<file path="src/rtl/binary_subtractor_seq.sv">
// binary_subtractor_seq
// Multi-cycle borrow-lookahead subtractor: D = A - B - bin (mod 2^WIDTH).
// One 4-bit slice is resolved per clock with a flattened generate/propagate
// borrow chain. The slice borrow-out is registered as the next slice's
// borrow-in. A valid/ready handshake is used on both the operand side and
// the result side.
module binary_subtractor_seq #(
  parameter int WIDTH = 16
) (
  input  logic             clk,
  input  logic             rst_n,
  input  logic             in_valid,
  output logic             in_ready,
  input  logic [WIDTH-1:0] A,
  input  logic [WIDTH-1:0] B,
  input  logic             bin,
  output logic             out_valid,
  input  logic             out_ready,
  output logic [WIDTH-1:0] D,
  output logic             bout
);

  localparam int N  = WIDTH / 4;
  localparam int KW = (N > 1) ? $clog2(N) : 1;

  localparam logic [1:0] IDLE = 2'd0;
  localparam logic [1:0] RUN  = 2'd1;
  localparam logic [1:0] DONE = 2'd2;

  logic [1:0]       r_state;
  logic [KW-1:0]    r_k;
  logic [WIDTH-1:0] r_a;
  logic [WIDTH-1:0] r_b;
  logic             r_br;
  logic [WIDTH-1:0] r_d;
  logic             r_bout;

  logic [3:0] w_a_sl;
  logic [3:0] w_b_sl;
  logic [3:0] w_g;
  logic [3:0] w_p;
  logic [4:0] w_br;
  logic [3:0] w_diff;
  logic       w_last;

  // Select the current slice and resolve its borrows in lookahead form
  always_comb begin
    w_a_sl = r_a[4*r_k +: 4];
    w_b_sl = r_b[4*r_k +: 4];
    w_g    = ~w_a_sl & w_b_sl;
    w_p    = ~(w_a_sl ^ w_b_sl);
    w_br[0] = r_br;
    w_br[1] = w_g[0] | (w_p[0] & r_br);
    w_br[2] = w_g[1] | (w_p[1] & w_g[0]) | (w_p[1] & w_p[0] & r_br);
    w_br[3] = w_g[2] | (w_p[2] & w_g[1]) | (w_p[2] & w_p[1] & w_g[0])
            | (w_p[2] & w_p[1] & w_p[0] & r_br);
    w_br[4] = w_g[3] | (w_p[3] & w_g[2]) | (w_p[3] & w_p[2] & w_g[1])
            | (w_p[3] & w_p[2] & w_p[1] & w_g[0])
            | (w_p[3] & w_p[2] & w_p[1] & w_p[0] & r_br);
    w_diff = w_a_sl ^ w_b_sl ^ w_br[3:0];
    w_last = (r_k == KW'(N - 1));
  end

  // Handshake FSM, operand capture and per-slice result accumulation
  always_ff @(posedge clk) begin
    // NOTE: state is updated with non-blocking assignments, so every read in
    // this block sees the value from before the edge, whatever the statement order.
    if (!rst_n) begin
      r_state <= IDLE;
      r_k     <= '0;
      r_br    <= 1'b0;
      r_d     <= '0;
      r_bout  <= 1'b0;
    end else begin
      case (r_state)
        IDLE: begin
          if (in_valid) begin
            r_br    <= bin;
            r_k     <= '0;
            r_d     <= '0;
            r_state <= RUN;
          end
        end
        RUN: begin
          r_d[4*r_k +: 4] <= w_diff;
          r_br            <= w_br[4];
          if (w_last) begin
            r_bout  <= w_br[4];
            r_state <= DONE;
          end else begin
            r_k <= r_k + KW'(1);
          end
        end
        DONE: begin
          if (out_ready) r_state <= IDLE;
        end
        default: r_state <= IDLE;
      endcase
    end
  end

  // Operand registers load only on accept
  always_ff @(posedge clk) begin
    // NOTE: the operand registers have no reset. They are always overwritten
    // on accept before they are read.
    if (r_state == IDLE && in_valid) begin
      r_a <= A;
      r_b <= B;
    end
  end

  assign in_ready  = (r_state == IDLE);
  assign out_valid = (r_state == DONE);
  assign D         = r_d;
  assign bout      = r_bout;

endmodule

</file>
<file path="config.mk">
export PLATFORM = sky130hd
export DESIGN_NAME = binary_subtractor_seq
export DESIGN_NICKNAME = d
export VERILOG_FILES = /design/src/rtl/binary_subtractor_seq.sv
export SDC_FILE = /design/constraint.sdc
export NUM_CORES = 1
export LEC_CHECK = 0
export CORE_AREA = 4 4 67 84
export DETAILED_ROUTE_END_ITERATION = 12
export DIE_AREA = 0 0 71 88
export GPL_ROUTABILITY_DRIVEN = 0
export HOLD_SLACK_MARGIN = 0.08
export PLACE_DENSITY = 0.77
export SYNTH_ARGS = -nofsm -noshare
export SYNTH_HDL_FRONTEND = slang
export SYNTH_SLANG_ARGS = --single-unit
export TNS_END_PERCENT = 50
</file>
<file path="constraint.sdc">
create_clock -name clk -period 3.1 [get_ports clk]
set_input_delay 0.775 -clock clk [delete_from_list [all_inputs] [get_ports clk]]
set_output_delay 0.775 -clock clk [all_outputs]
set_load 0.02 [all_outputs]
</file>
; ---- Word level (Yosys, flattened, before mapping)
; Cells that the tools add are included.
[totals]
register_bits = 54
out_inout_bits = 19
wordCells = 70
[classes]
addsub = 2
eq_ne = 7
n_shift = 4
mux = 12
bitwise_logic = 31
n_reduce_logical = 7
[op_table]
columns = operator, n
row1 = $neg 4->34, 1
row2 = $shift 4x34->16 const A, 1
row3 = $shiftx 4x34->16, 1
row4 = $pmux 16 s2, 1
row5 = $shiftx 16x5->4, 2
row6 = $and 1x1->1, 16
row7 = $bwmux 16, 1
row8 = $mux 16, 1
row9 = $mux 2, 5
row10 = $or 1x1->1, 10
row11 = $not 4->4, 2
row12 = $xor 4x4->4, 2
row13 = $ne 2x2->1 const B, 3
row14 = $pmux 2 s3, 1
row15 = $reduce_and 3->1, 2
row16 = $and 4x4->4, 1
row17 = $eq 2x2->1 const B, 2
row18 = $pmux 2 s2, 1
row19 = $reduce_and 2->1, 2
row20 = $add 2x1->2 const B, 1
row21 = $eq 2x1->1 const B, 1
row22 = $logic_not 2->1, 1
row23 = $ne 2x1->1 const B, 1
row24 = $pmux 1 s2, 1
row25 = other kinds (3), 3

; ---- Logic depth before layout (Yosys ltp)
[logic_depth]
depth_word = 11
depth_mapped = 8

; ---- Worst setup path before layout
; Ideal clock, no wire load.
[synth_timing]
kind = reg-to-reg
startpoint = register r_k[0]
endpoint = register r_d[11], in the netlist D[11]
setup_time_ns = 0.125
arrival_ns = 2.253
t_required_ns = 2.975
slack_ns = 0.722
stages_incl_launch_ff = 9
n_path_buf = 1
cell_sequence = dfxtp_1 > buf_6 > mux4_2 > inv_1 > ha_1 > a211oi_1 > o21bai_1 > xor2_1 > o21ai_1
[synth_via]
elab_chain_len = 11
[synth_lines]
columns = item, line
row1 = "start, declared", 31  ; logic [KW-1:0] r_k;
row2 = "start signal, assigned", 91  ; r_k <= r_k + KW'(1);
row3 = $shiftx 16x5->4 (on tied branches), "48, 49"
row4 = $xor 4x4->4 / $not 4->4 (equally long branches), "51, 60, 50"
row5 = $not 4->4 / $and 4x4->4 (equally long branches), "51, 50"
row6 = $and 1x1->1 (on tied branches), "55, 56"
row7 = "$or 1x1->1, or another cell as far along", 55  ; w_br[3] = w_g[2] | (w_p[2] & w_g[1]) | (w_p[2] & w_p[1] & w_g[0])
row8 = $or 1x1->1 / $and 1x1->1 (equally long branches), "55, 56"
row9 = $or 1x1->1, 56  ; | (w_p[2] & w_p[1] & w_p[0] & r_br);
row10 = $xor 4x4->4, 60  ; w_diff = w_a_sl ^ w_b_sl ^ w_br[3:0];
row11 = $shiftx 4x34->16, 85  ; r_d[4*r_k +: 4] <= w_diff;
row12 = $bwmux 16 (*), 85
row13 = $pmux 16 s2 (*), 75  ; case (r_state)
row14 = "end signal, assigned by index", 85
row15 = "end, declared", 35  ; logic [WIDTH-1:0] r_d;
; Every way passes the cells marked *; elsewhere a longest branch is shown, timed or not.
; A chain may end at the register's enable or synchronous reset.

; ---- Final worst setup path
; Ends and elaborated chain as after synthesis.

==> flow_summary_export.csv <==
group,metric,value,unit
status,status,"finished, final reports clean",
global_routing,grt_pass1_wl,7100,um
finish,antenna_cells,0,
logic_synthesis,ys_seq_area_share,60.8,%
timing,min_period_over_period,84.4,%
clock_network,cts.htree.levels,2,
timing,setup_viol,0,
logic_synthesis,synth_nets,221,
worst_setup_path,critPathMaxStageDelay,0.62,ns
pwr,powerDensity,494,mW/mm2
finish,final_core_util,63.5,%
worst_setup_path,slowest_stage,"dfxtp_1",
worst_setup_path,r2r_end,"D[11]",
clock_network,hold_buffers,0,
floorplanning,row_count,28,
detailed_routing,routed_wl,4190,um
finish,nets,279,
global_routing,grt.total_usage,14.8,%
worst_setup_path,crit_required,3.29,ns
finish,areaGrowthSynthToFinish,31.3,%
detailed_routing,antenna_left,0,
global_routing,grt_max_degree,33,
worst_setup_path,worst-path-buf-inv,1,
floorplanning,start_util,48.4,%
pwr,ir_drop,0.317,mV
finish,fillerInstances,414,
clock_network,post_cts_buffers,0,
timing,timing.fmax,382,MHz
worst_hold_path,whs_endpoint,"D[7]",
worst_setup_path,cp-end-kind,"flop",
worst_hold_path,min-delay-start,"D[7]",
finish,drive_above_1_share,12.0,%
worst_setup_path,critical_path.startpoint_type,"flop",
floorplanning,die_w,71,um
worst_setup_path,cp_max_fo,10,
finish,final_common_cell,"clkdlybuf4s50_1",
timing,rsz0062_at_grt,"false",
floorplanning,core,0.00476,mm2
place,portBuffers,55,
pwr,leakage,1.04,nW
place,hpwl,3310,um
floorplanning,dieArea,0.00625,mm2
clock_network,cts.sinks,54,
detailed_routing,wl_per_cell,14.3,um
clock_network,root_buffer,"clkbuf_8",
timing,timing.final.ws_setup,0.484,ns
logic_synthesis,synth_area_leaders,"edfxtp_1, dfxtp_1, mux4_2, ha_1, a22oi_1",
global_routing,antenna_found_initial,0,
timing,skew,0.00348,ns
worst_setup_path,arrival,2.80,ns
clock_network,cts_buffer_depth,2,
clock_network,clock_latency,0.30,ns
worst_hold_path,hold_path.class,"flop to flop",
flow_run,maxCapViolCount,0,
worst_setup_path,crit_chain,"buf_4 -> mux4_2 -> ha_1 -> a211oi_1 -> o21bai_1 -> xor2_1 -> o21ai_1",
clock_network,path_clk_slew,0.09,ns
clock_network,cts_tree,"built",
detailed_routing,dr.first_iter.drc_count,40,
worst_setup_path,rr_startpoint,"r_k[0]",
logic_synthesis,syn-cell-area,0.00230,mm2
logic_synthesis,synth_warnings,0,
detailed_routing,drt_first_pass_iters,4,
worst_setup_path,reg2reg_setup_slack,0.48,ns
timing,fin_tns_setup,0,ns
global_routing,grt.overflow.total,0,
timing,drv_slew,0,
detailed_routing,via_per_inst,5.18,
place,pre_cts_ws,0.492,ns
timing,slew_headroom,47.2,%
detailed_routing,drc,0,
timing,fin_crit,2.62,ns
finish,layout_common_cells,"clkdlybuf4s50_1, edfxtp_1, dfxtp_1",
worst_setup_path,rr_worst_depth,7,
clock_network,cts_made_buffers,5,
logic_synthesis,synth_cells,175,
clock_network,cts_resized,0,
logic_synthesis,synth_top_area_share,41.7,%
floorplanning,die_h,88,um
worst_setup_path,cp_top_family,"flip-flops",
worst_setup_path,critPathKind,"flop to flop",
worst_setup_path,crit_start,"r_k[0]",
floorplanning,io-pin-count,56,
logic_synthesis,yosysTopAreaCell,"edfxtp_1",
pwr,power,1.50,mW
timing,timing.final.hold_violations,0,
detailed_routing,via_count,1523,
global_routing,first_global_vias,1561,
logic_synthesis,synth_cell_types,36,
timing,worst_pin_slew,0.789,ns
logic_synthesis,synth.avg_cell_area,13.2,um2
worst_hold_path,hold_depth,2,
logic_synthesis,synth_seq_cells,54,
cells by family after synthesis:
group	share of synthesized area, %
xor gates and xnor gates	1.14
muxes	7.82
adders and majority gates	5.21
buffers and inverters	3.26
DFF	60.8
AOI/OAI and AO/OA	10.0
and+or+nand+nor	11.7
cells in the mapped netlist:
library cell / instances
clkbuf_1: 3
edfxtp_1: 32
nor2b_1: 10
nand3_1: 8
dfxtp_1: 22
fa_1: 1
o21ai_1: 11
clkinv_1: 1
o21bai_1: 1
nor2_1: 9
mux4_2: 8
nor3_1: 2
nor4b_2: 1
ha_1: 8
a22o_1: 1
a211oi_1: 1
a2bb2oi_1: 1
inv_1: 5
buf_2: 3
a21o_1: 4
nand2_1: 10
xor2_1: 2
and3_1: 1
nor3_2: 1
o21ai_0: 1
a21oi_1: 5
nand2b_1: 1
nor4_2: 2
xnor2_1: 1
o21a_1: 1
buf_6: 1
and2_1: 1
inv_2: 4
nand2b_2: 2
o221ai_1: 1
a22oi_1: 9
through the flow:
stage | cells | hold WS (ns) | instance area [um2]
final | 294 | 0.461 | 3030
after global placement | 286 | 0.449 | 2920
after detailed placement | 286 | 0.453 | 2920
after global routing | 294 | 0.493 | 3030
after CTS | 294 | 0.466 | 3030
after floorplan | 175 | 0.537 | 2300
sequential cells by signal (all words and copies together), names as in the netlist:
| register | cells |
|---|---|
| D | 16 |
| bout | 1 |
| r_a | 16 |
| r_b | 16 |
| r_br | 1 |
| r_k | 2 |
| r_state | 2 |
final cells by class:
type	instances	area (um2)	area share (%)
multi-input cells	104	828	27.4
well taps	60	75.1	2.48
flip-flops and latches	54	1400	46.3
inverters	10	37.5	1.24
clock buffers	6	72.6	2.40
repair buffers	58	573	18.9
clock inverters	2	37.5	1.24
worst reg2reg max path: stages, from the launching register on:
cell	delay [ns]
dfxtp_1	0.62
buf_4	0.28
mux4_2	0.51
ha_1	0.21
a211oi_1	0.30
o21bai_1	0.16
xor2_1	0.31
o21ai_1	0.11
report_power, final:
part           leakage, nW  internal [mW]  switching [mW]
Clock               0.0514          0.241           0.208
Sequential           0.485          0.799          0.0171
Combinational        0.507          0.115           0.115
Total                 1.04           1.15           0.341
per-layer routing:
metal  track usage, %  vias up  wire [um]
met5                0        -          0
met4             7.86        0        112
met3             3.56       10        229
met2             27.3       46       2280
met1             15.6      706       1570
li1                 -      761          -
how the worst max path moves through the flow:
stage	endpoint	cells past startpoint
2_1_floorplan	D[11]	8
3_3_place_gp	D[3]	7
3_5_place_dp	D[15]	7
4_1_cts	D[11]	7
5_1_grt	D[15]	7
6_report	D[11]	7
No activity file was read; power rests on OpenSTA's default activity.
